## config.mk

```make
export PLATFORM = sky130hd
export DESIGN_NAME = mem_phase_seq_flat
export DESIGN_NICKNAME = d
export VERILOG_FILES = /design/src/rtl/mem_phase_seq_if.sv /design/src/rtl/mem_phase_seq.sv /design/src/flat_wrapper.sv
export SDC_FILE = /design/constraint.sdc
export NUM_CORES = 1
export LEC_CHECK = 0
export CORE_AREA = 2 2 116 118
export CTS_CLUSTER_DIAMETER = 80
export CTS_CLUSTER_SIZE = 24
export DETAILED_ROUTE_END_ITERATION = 8
export DIE_AREA = 0 0 118 120
export PLACE_DENSITY = 0.74
export SLEW_MARGIN = 5
export SYNTH_ARGS = -nofsm -noshare
export SYNTH_HDL_FRONTEND = slang
export SYNTH_SLANG_ARGS = --single-unit
```

## constraint.sdc

```tcl
create_clock -name idclk -period 1.7 [get_ports idclk]
set_clock_uncertainty 0.2 [all_clocks]
set_input_delay 0.34 -clock idclk [delete_from_list [all_inputs] [get_ports idclk]]
set_output_delay 0.34 -clock idclk [all_outputs]
set_load 0.02 [all_outputs]
```

## src/rtl/mem_phase_seq_if.sv

```systemverilog
// Core/memory bundle for the phase sequencer: burst request fields in,
// per-phase memory strobes and registered burst results out.
interface mem_phase_seq_if;
  logic        req;
  logic        ready;
  logic        stall;
  logic [15:0] pc1_addr;
  logic [15:0] pc2_addr;
  logic [15:0] d_addr;
  logic [15:0] d_wdata;
  logic        d_we;
  logic        i1re;
  logic        i2re;
  logic        dre;
  logic        gwe;
  logic [15:0] i1addr;
  logic [15:0] i2addr;
  logic [15:0] daddr;
  logic [15:0] din;
  logic        dwe;
  logic [15:0] i1data;
  logic [15:0] i2data;
  logic [15:0] ddata;
  logic [15:0] rsp_i1;
  logic [15:0] rsp_i2;
  logic [15:0] rsp_d;
  logic        rsp_valid;
  logic        wr_err;

  modport master (
    output req, stall, pc1_addr, pc2_addr, d_addr, d_wdata, d_we,
    output i1data, i2data, ddata,
    input  ready, i1re, i2re, dre, gwe, i1addr, i2addr, daddr, din, dwe,
    input  rsp_i1, rsp_i2, rsp_d, rsp_valid, wr_err
  );

  modport slave (
    input  req, stall, pc1_addr, pc2_addr, d_addr, d_wdata, d_we,
    input  i1data, i2data, ddata,
    output ready, i1re, i2re, dre, gwe, i1addr, i2addr, daddr, din, dwe,
    output rsp_i1, rsp_i2, rsp_d, rsp_valid, wr_err
  );
endinterface

```

## src/rtl/mem_phase_seq.sv

```systemverilog
// Four-phase memory burst sequencer: fetch1, fetch2, data read, global write,
// with registered request fields and a one-cycle result pulse after P4.
module mem_phase_seq #(
  parameter logic [15:0] DATA_ADDR_MAX = 16'd31
) (
  input logic             idclk,
  input logic             rst_n,
  mem_phase_seq_if.slave  bus
);

  typedef enum logic [2:0] {
    S_IDLE = 3'd0,
    S_P1   = 3'd1,
    S_P2   = 3'd2,
    S_P3   = 3'd3,
    S_P4   = 3'd4
  } state_t;

  state_t      state_q;
  state_t      state_d;
  logic        ready_c;
  logic        accept;
  logic        i1re_c;
  logic        i2re_c;
  logic        dre_c;
  logic        gwe_c;
  logic        dwe_c;

  logic [15:0] i1addr_p0;
  logic [15:0] i2addr_p0;
  logic [15:0] daddr_p0;
  logic [15:0] din_p0;
  logic        we_p0;

  logic [15:0] rsp_i1_p1;
  logic [15:0] rsp_i2_p1;
  logic [15:0] rsp_d_p1;
  logic        vld_p1;
  logic        werr_p1;

  function automatic logic addr_writable(input logic [15:0] a);
    return (a <= DATA_ADDR_MAX);
  endfunction

  assign accept = bus.req & ready_c;

  always_ff @(posedge idclk or negedge rst_n) begin
    if (!rst_n) state_q <= S_IDLE;
    else        state_q <= state_d;
  end

  always_comb begin
    state_d = S_IDLE;
    case (state_q)
      S_IDLE:  state_d = accept ? S_P1 : S_IDLE;
      S_P1:    state_d = S_P2;
      S_P2:    state_d = S_P3;
      S_P3:    state_d = S_P4;
      S_P4:    state_d = accept ? S_P1 : S_IDLE;
      default: state_d = S_IDLE;
    endcase
  end

  // ready is gated by rst_n so it drops with the asynchronous reset
  always_comb begin
    i1re_c  = 1'b0;
    i2re_c  = 1'b0;
    dre_c   = 1'b0;
    gwe_c   = 1'b0;
    dwe_c   = 1'b0;
    ready_c = 1'b0;
    case (state_q)
      S_IDLE: ready_c = rst_n & ~bus.stall;
      S_P1:   i1re_c  = 1'b1;
      S_P2:   i2re_c  = 1'b1;
      S_P3: begin
        dre_c = 1'b1;
        dwe_c = we_p0 & addr_writable(daddr_p0);
      end
      S_P4: begin
        gwe_c   = 1'b1;
        dwe_c   = we_p0 & addr_writable(daddr_p0);
        ready_c = rst_n & ~bus.stall;
      end
      default: ready_c = 1'b0;
    endcase
  end

  // stage p0: request fields captured on acceptance, held for the whole burst
  always_ff @(posedge idclk or negedge rst_n) begin
    if (!rst_n) begin
      i1addr_p0 <= '0;
      i2addr_p0 <= '0;
      daddr_p0  <= '0;
      din_p0    <= '0;
      we_p0     <= 1'b0;
    end else if (accept) begin
      i1addr_p0 <= bus.pc1_addr;
      i2addr_p0 <= bus.pc2_addr;
      daddr_p0  <= bus.d_addr;
      din_p0    <= bus.d_wdata;
      we_p0     <= bus.d_we;
    end
  end

  // stage p1: memory results sampled on the edge that ends P4
  always_ff @(posedge idclk or negedge rst_n) begin
    if (!rst_n) begin
      rsp_i1_p1 <= '0;
      rsp_i2_p1 <= '0;
      rsp_d_p1  <= '0;
      vld_p1    <= 1'b0;
      werr_p1   <= 1'b0;
    end else begin
      vld_p1  <= (state_q == S_P4);
      werr_p1 <= (state_q == S_P4) & we_p0 & ~addr_writable(daddr_p0);
      if (state_q == S_P4) begin
        rsp_i1_p1 <= bus.i1data;
        rsp_i2_p1 <= bus.i2data;
        rsp_d_p1  <= bus.ddata;
      end
    end
  end

  assign bus.ready     = ready_c;
  assign bus.i1re      = i1re_c;
  assign bus.i2re      = i2re_c;
  assign bus.dre       = dre_c;
  assign bus.gwe       = gwe_c;
  assign bus.dwe       = dwe_c;
  assign bus.i1addr    = i1addr_p0;
  assign bus.i2addr    = i2addr_p0;
  assign bus.daddr     = daddr_p0;
  assign bus.din       = din_p0;
  assign bus.rsp_i1    = rsp_i1_p1;
  assign bus.rsp_i2    = rsp_i2_p1;
  assign bus.rsp_d     = rsp_d_p1;
  assign bus.rsp_valid = vld_p1;
  assign bus.wr_err    = werr_p1;

endmodule

```

## src/flat_wrapper.sv

```systemverilog
// flat-port wrapper written by rule: the top's interface ports become plain ports
module mem_phase_seq_flat 
#(
  parameter logic [15:0] DATA_ADDR_MAX = 16'd31
)
  (idclk, rst_n, bus_req, bus_stall, bus_pc1_addr, bus_pc2_addr, bus_d_addr, bus_d_wdata, bus_d_we, bus_i1data, bus_i2data, bus_ddata, bus_ready, bus_i1re, bus_i2re, bus_dre, bus_gwe, bus_i1addr, bus_i2addr, bus_daddr, bus_din, bus_dwe, bus_rsp_i1, bus_rsp_i2, bus_rsp_d, bus_rsp_valid, bus_wr_err);
  mem_phase_seq_if bus_i ();
  input logic idclk;
  input logic rst_n;
  input wire logic [$bits(bus_i.req)-1:0] bus_req;
  input wire logic [$bits(bus_i.stall)-1:0] bus_stall;
  input wire logic [$bits(bus_i.pc1_addr)-1:0] bus_pc1_addr;
  input wire logic [$bits(bus_i.pc2_addr)-1:0] bus_pc2_addr;
  input wire logic [$bits(bus_i.d_addr)-1:0] bus_d_addr;
  input wire logic [$bits(bus_i.d_wdata)-1:0] bus_d_wdata;
  input wire logic [$bits(bus_i.d_we)-1:0] bus_d_we;
  input wire logic [$bits(bus_i.i1data)-1:0] bus_i1data;
  input wire logic [$bits(bus_i.i2data)-1:0] bus_i2data;
  input wire logic [$bits(bus_i.ddata)-1:0] bus_ddata;
  output wire logic [$bits(bus_i.ready)-1:0] bus_ready;
  output wire logic [$bits(bus_i.i1re)-1:0] bus_i1re;
  output wire logic [$bits(bus_i.i2re)-1:0] bus_i2re;
  output wire logic [$bits(bus_i.dre)-1:0] bus_dre;
  output wire logic [$bits(bus_i.gwe)-1:0] bus_gwe;
  output wire logic [$bits(bus_i.i1addr)-1:0] bus_i1addr;
  output wire logic [$bits(bus_i.i2addr)-1:0] bus_i2addr;
  output wire logic [$bits(bus_i.daddr)-1:0] bus_daddr;
  output wire logic [$bits(bus_i.din)-1:0] bus_din;
  output wire logic [$bits(bus_i.dwe)-1:0] bus_dwe;
  output wire logic [$bits(bus_i.rsp_i1)-1:0] bus_rsp_i1;
  output wire logic [$bits(bus_i.rsp_i2)-1:0] bus_rsp_i2;
  output wire logic [$bits(bus_i.rsp_d)-1:0] bus_rsp_d;
  output wire logic [$bits(bus_i.rsp_valid)-1:0] bus_rsp_valid;
  output wire logic [$bits(bus_i.wr_err)-1:0] bus_wr_err;
  assign bus_i.req = bus_req;
  assign bus_i.stall = bus_stall;
  assign bus_i.pc1_addr = bus_pc1_addr;
  assign bus_i.pc2_addr = bus_pc2_addr;
  assign bus_i.d_addr = bus_d_addr;
  assign bus_i.d_wdata = bus_d_wdata;
  assign bus_i.d_we = bus_d_we;
  assign bus_i.i1data = bus_i1data;
  assign bus_i.i2data = bus_i2data;
  assign bus_i.ddata = bus_ddata;
  assign bus_ready = bus_i.ready;
  assign bus_i1re = bus_i.i1re;
  assign bus_i2re = bus_i.i2re;
  assign bus_dre = bus_i.dre;
  assign bus_gwe = bus_i.gwe;
  assign bus_i1addr = bus_i.i1addr;
  assign bus_i2addr = bus_i.i2addr;
  assign bus_daddr = bus_i.daddr;
  assign bus_din = bus_i.din;
  assign bus_dwe = bus_i.dwe;
  assign bus_rsp_i1 = bus_i.rsp_i1;
  assign bus_rsp_i2 = bus_i.rsp_i2;
  assign bus_rsp_d = bus_i.rsp_d;
  assign bus_rsp_valid = bus_i.rsp_valid;
  assign bus_wr_err = bus_i.wr_err;
  mem_phase_seq #(.DATA_ADDR_MAX(DATA_ADDR_MAX)) u_core (.idclk(idclk), .rst_n(rst_n), .bus(bus_i));
endmodule
```

==> flow_summary.json, run 1 <==
{
  "clkLatencyLatePin_ns": 0.41,
  "antenna_found_initial": 0,
  "finalHoldViolCount": 0,
  "top_layer": "met4",
  "rr_endpoint": "u_core.bus.daddr[9]",
  "grt_overflow_total": 0,
  "slowest_stage": "dfrtp_2",
  "numCtsBuffers": 17,
  "critical_path_class": "flip-flop to flip-flop",
  "grt_pass1_wl_um": 21700,
  "clk_pin_slew_worst_paths_ns": 0.05,
  "run_status": "complete, but fails checks",
  "hold_path.class": "primary input to async pin",
  "num_rows": 42,
  "io_pins": 237,
  "drive_above_1_share": 0.389,
  "fin_util": 0.650,
  "die_h_um": 120,
  "layout.nets": 667,
  "required_ns": 1.79,
  "min_period_over_period": 1.22,
  "worst_slack_ns": -0.367,
  "grtUsageTotal": 0.204,
  "dieWidth_um": 118,
  "clkSinkCount": 118,
  "initial_utilization": 0.353,
  "seq_power_share": 0.321,
  "drt.antenna.violating_nets": 0,
  "max-clock-path-buffers": 2,
  "routed_wl_um": 13800,
  "netlist_instances": 260,
  "area_delta_synth_final_pct": 84.0,
  "drt-met1-wl_um": 5420,
  "power_leakage_uw": 0.00400,
  "io_buffers": 236,
  "reg2reg_depth": 7,
  "power_density_nw_per_um2": 1860,
  "viasPerCell": 4.59,
  "routed-wl-met2_um": 7070,
  "violations": "negative setup slack",
  "dpl.hpwl_um": 8860,
  "critPathArrivalTime_ns": 2.16,
  "dr.pass1.iters": 4,
  "grt_max_degree": 61,
  "crit_path_max_incr_delay_ns": 0.44,
  "wl_per_cell_um": 18.6,
  "grt_pass1_vias": 3853,
  "power_switching_uw": 5470,
  "startpoint": "u_core.state_q[0]",
  "slew_violations": 0,
  "fin_crit_ns": 2.07,
  "yosysUniqueCellTypes": 19,
  "ys_seq_area_frac": 0.644,
  "die_area_um2": 14200,
  "htreeDepth": 4,
  "rrSetupSlack_ns": -0.37,
  "intPower_uw": 10200,
  "cts_tree": "built",
  "pre_cts_slack_ns": -0.627,
  "worstPathMaxFanout": 7,
  "slew_headroom": 0.481,
  "drt_iter0_markers": 114,
  "max_freq_mhz": 484,
  "pwr-share-clk": 0.202,
  "diodes": 0,
  "drc": 0,
  "cts-root-buf": "clkbuf_16",
  "placed_cells": 686,
  "crit_top_cell": "buf_6",
  "swShare": 0.348,
  "crit_end": "u_core.bus.daddr[9]",
  "setup_viol": 116,
  "ys_ff_latch": 118,
  "rsz0062_at_grt": "true",
  "yosysWarnings": 0,
  "wl_met3_um": 1000,
  "vias": 3394,
  "worstMarginPinSlew_ns": 0.778,
  "syn_area_per_cell_um2": 17.6,
  "start_kind": "flip-flop",
  "timing.rr.start": "u_core.state_q[0]",
  "irDropWorstVdd_uv": 1000,
  "gp_congestion": 0.708,
  "core_area_um2": 13000,
  "p_comb_frac": 0.477,
  "timing.max_cap.violations": 0,
  "critical_path.cell_chain": "buf_6 > nor4b_4 > buf_6 > buf_12 > nand2_8 > buf_16 > mux2_4",
  "fin_cells": 739,
  "syn_nets": 377,
  "endpoint_kind": "flip-flop",
  "netlist_area_um2": 4590
}
through the flow:
stage / area (um2) / power, uW / hold WS, ns / setup TNS [ns]
floorplan: 4590 / 8600 / -0.156 / -10.27
global placement: 7340 / 12300 / 0.286 / -38.00
detailed placement: 7340 / 12500 / 0.292 / -43.27
CTS: 8390 / 15700 / 0.0393 / -27.46
global route: 8440 / 16500 / 0.0858 / -33.01
finish: 8440 / 15700 / 0.0101 / -25.58
cell usage in the layout, fill, tap and decap left out, types with 2 or more instances in the layout:
master	n
dlygate4sd2_1	79
buf_12	12
buf_4	19
nor4_2	2
clkbuf_8	3
clkinvlp_4	3
clkinv_2	6
dfrtp_1	116
mux2_2	25
and3b_1	2
clkbuf_2	2
clkdlybuf4s15_1	24
mux2_4	88
clkbuf_16	19
clkdlybuf4s50_1	115
buf_16	8
dfrtp_2	2
buf_2	9
buf_6	10
clkbuf_1	3
buf_8	2
nand2_8	2
Yosys cell counts:
master      n  share of area
nor3b_1     1         0.0016
o21ai_0     1         0.0011
and3_1      1         0.0014
nor3_1      1         0.0011
nor4_1      2         0.0027
nand2_1     2         0.0016
nor2_1      1        0.00082
or3b_2      1         0.0019
and3b_1     2         0.0038
mux2_4     39           0.13
mux2_2     74           0.18
nor4b_4     1         0.0052
nor3b_2     1         0.0027
buf_6       5          0.012
buf_2       7         0.0076
nand3_1     1         0.0011
inv_1       1        0.00082
nand2b_1    1         0.0014
dfrtp_1   118           0.64
worst min path at each step:
| stage | start | to | cells after the start |
|---|---|---|---|
| floorplan | rst_n | u_core.bus.daddr[0] | 0 |
| global placement | u_core.bus.i1addr[8] | u_core.bus.i1addr[8] | 1 |
| detailed placement | u_core.bus.din[9] | u_core.bus.din[9] | 1 |
| CTS | rst_n | u_core.bus.rsp_valid | 3 |
| global route | rst_n | u_core.bus.i2addr[15] | 3 |
| finish | rst_n | u_core.bus.i2addr[15] | 3 |
registers in the layout, indices dropped and copies added (netlist names):
name,count
u_core.bus.rsp_valid,1
u_core.state_q,3
u_core.bus.i2addr,16
u_core.bus.rsp_i1,16
u_core.we_p0,1
u_core.bus.daddr,16
u_core.bus.rsp_i2,16
u_core.bus.rsp_d,16
u_core.bus.wr_err,1
u_core.bus.din,16
u_core.bus.i1addr,16
critical path, delay by kind of cell (launching register included):
family	cells	cell delay (ns)
buffers and inverters	4	0.62
flip-flops	1	0.44
multiplexers	1	0.29
AND/OR/NAND/NOR	2	0.40
routing by layer:
metal  vias to the layer above  track usage
met1                      1696        0.239
met4                         0       0.0851
li1                       1517            -
met3                        22       0.0661
met5                         -            0
met2                       159        0.348
power groups by stage:
stage / Clock [uW] / Combinational (uW) / Sequential [uW]
floorplan: 0 / 1920 / 6680
global placement: 0 / 7380 / 4970
detailed placement: 0 / 7510 / 5030
CTS: 3250 / 7450 / 5010
global route: 3390 / 7850 / 5230
finish: 3180 / 7480 / 5040
cell type report:
cell class | instances | area, um2
fillers | 968 | 4540
inverters | 1 | 3.75
multi-input cells | 130 | 1800
well taps | 176 | 220
flip-flops and latches | 118 | 2960
clock inverters | 9 | 52.6
clock buffers | 23 | 478
repair buffers | 282 | 2930
kinds of logic after synthesis:
family          count (synthesis)  share of synthesized area
compound gates                  1                    0.00109
buf+inv                        13                     0.0207
flops                         118                      0.644
mux                           113                      0.309
simple gates                   15                     0.0254
timing repair:
item,4_1_cts,5_1_grt
setup endpoints to repair,232,143
pin swaps,8,6
buffers inserted,11,3
cloned,11,2
hold buffers,0,0
resized for setup,263,35
Power figures use the tool's default switching activity.
==> inputs of run 2 (changes only) <==
- CORE_AREA: 2 2 116 118 -> 2 2 95 97
- CTS_BUF_LIST: unset -> sky130_fd_sc_hd__clkbuf_4 sky130_fd_sc_hd__clkbuf_8 sky130_fd_sc_hd__clkbuf_16
- DIE_AREA: 0 0 118 120 -> 0 0 97 99
- DONT_BUFFER_PORTS: unset -> 1
- HOLD_SLACK_MARGIN: unset -> 0.15
- PLACE_DENSITY: 0.74 -> 0.7
==> run 2 against run 1 <==
Net effect: the flow now stops in 4_1_cts; synthesized cell count is the same; synthesized area is the same.
==> flow_summary.json, run 2 <==
{
  "yosysUniqueCellTypes": 19,
  "cts_setup_buffers": 10,
  "synth_most_common_cell": "dfrtp_1",
  "num_rows": 34,
  "max-clock-path-buffers": 2,
  "initial_utilization": 0.537,
  "dpl.hpwl_um": 6160,
  "yosys.area.top_type": "dfrtp_1",
  "ctsHoldBuffers": 101,
  "tool.error": "[ERROR RSZ-0060] Max buffer count reached.",
  "syn_area_per_cell_um2": 17.6,
  "ys_seq_area_frac": 0.644,
  "clkSinkCount": 118,
  "ys_ff_latch": 118,
  "yosysWarnings": 0,
  "synth-edff-count": 0,
  "gp_congestion": 0.744,
  "netlist_instances": 260,
  "run_status": "aborted with a tool error",
  "async_flop_share": 1.00,
  "synth_area_leaders": "dfrtp_1, mux2_2, mux2_4",
  "cts_resized": 62,
  "dieWidth_um": 97,
  "stop_stage": "4_1_cts",
  "io_buffers": 0,
  "io_pins": 237,
  "die_h_um": 99,
  "numCtsBuffers": 17,
  "netlist_area_um2": 4590,
  "htreeDepth": 4,
  "synthDominantCellAreaShare": 0.644,
  "syn_nets": 377,
  "cts-root-buf": "clkbuf_8",
  "synthFlopType": "dfrtp_1",
  "placed_cells": 377,
  "synth_common_cells": "dfrtp_1, mux2_2, mux2_4"
}
## run 2: cell families after synthesis
kind of cell | after synthesis | synth area share
mux | 113 | 0.309
flops | 118 | 0.644
compound gates | 1 | 0.00109
buf+inv | 13 | 0.0207
simple gates | 15 | 0.0254
## run 2: through the flow
stage                     worst slack (ns)  area [um2]
after floorplan                     -0.213        4590
after global placement             -0.0815        4870
after detailed placement            -0.114        4870
==> inputs of run 3 (changes only) <==
- CORE_AREA: 2 2 95 97 -> 2 2 111 113
- CTS_BUF_LIST: sky130_fd_sc_hd__clkbuf_4 sky130_fd_sc_hd__clkbuf_8 sky130_fd_sc_hd__clkbuf_16 -> unset
- CTS_CLUSTER_DIAMETER: 80 -> unset
- CTS_CLUSTER_SIZE: 24 -> unset
- DIE_AREA: 0 0 97 99 -> 0 0 113 115
- HOLD_SLACK_MARGIN: 0.15 -> unset
- PLACE_DENSITY: 0.7 -> unset
- PLACE_DENSITY_LB_ADDON: unset -> 0.15
- clock period: 1.7 -> 2.2 ns (I/O delays scaled with it)
==> run 3 against run 2 <==
Net effect: the flow again stops in 4_1_cts; synthesized area unchanged; synthesized cell count unchanged.
==> flow_summary.json, run 3 <==
{
  "max-clock-path-buffers": 2,
  "synth-edff-count": 0,
  "dieWidth_um": 113,
  "netlist_area_um2": 4590,
  "num_rows": 40,
  "run_status": "aborted with a tool error",
  "die_h_um": 115,
  "synth_area_leaders": "dfrtp_1, mux2_2, mux2_4",
  "io_pins": 237,
  "yosysUniqueCellTypes": 19,
  "synth_compound_area_frac": 0.00109,
  "yosys.area.top_type": "dfrtp_1",
  "synth_simple_gate_area_share": 0.0254,
  "synth_top_family_by_area": "multiplexers",
  "htreeDepth": 4,
  "synth_most_common_cell": "dfrtp_1",
  "stop_stage": "4_1_cts",
  "dpl.hpwl_um": 6130,
  "netlist_instances": 260,
  "yosys.area_share.xor_xnor": 0,
  "syn_area_per_cell_um2": 17.6,
  "ctsHoldBuffers": 101,
  "syn_nets": 377,
  "cts_setup_buffers": 0,
  "synthFlopType": "dfrtp_1",
  "initial_utilization": 0.388,
  "gp_congestion": 0.743,
  "ys_seq_area_frac": 0.644,
  "synthDominantCellAreaShare": 0.644,
  "cts_resized": 6,
  "ys_ff_latch": 118,
  "synthAdderAreaFrac": 0,
  "synth_mux_area_frac": 0.309,
  "synth_common_cells": "dfrtp_1, mux2_2, mux2_4",
  "async_flop_share": 1.00,
  "cts-root-buf": "clkbuf_16",
  "tool.error": "[ERROR RSZ-0060] Max buffer count reached.",
  "clkSinkCount": 118,
  "yosysWarnings": 0,
  "io_buffers": 0,
  "numCtsBuffers": 17
}
run 3: cell counts after synthesis:
No cell type changed its count.
run 3: logic make-up after synthesis:
kind of cell | after synthesis
buffers and inverters | 13
AO/OA/AOI/OAI | 1
multiplexers | 113
flip-flops | 118
AND/OR/NAND/NOR | 15
run 3: through the flow:
stage	util	setup WS, ns	hold slack (ns)	instance area, um2	std cells
after floorplan	-	0.118	-0.0556	4590	260
after global placement	0.404	0.350	-0.0531	4770	402
after detailed placement	0.404	0.321	-0.0533	4770	402
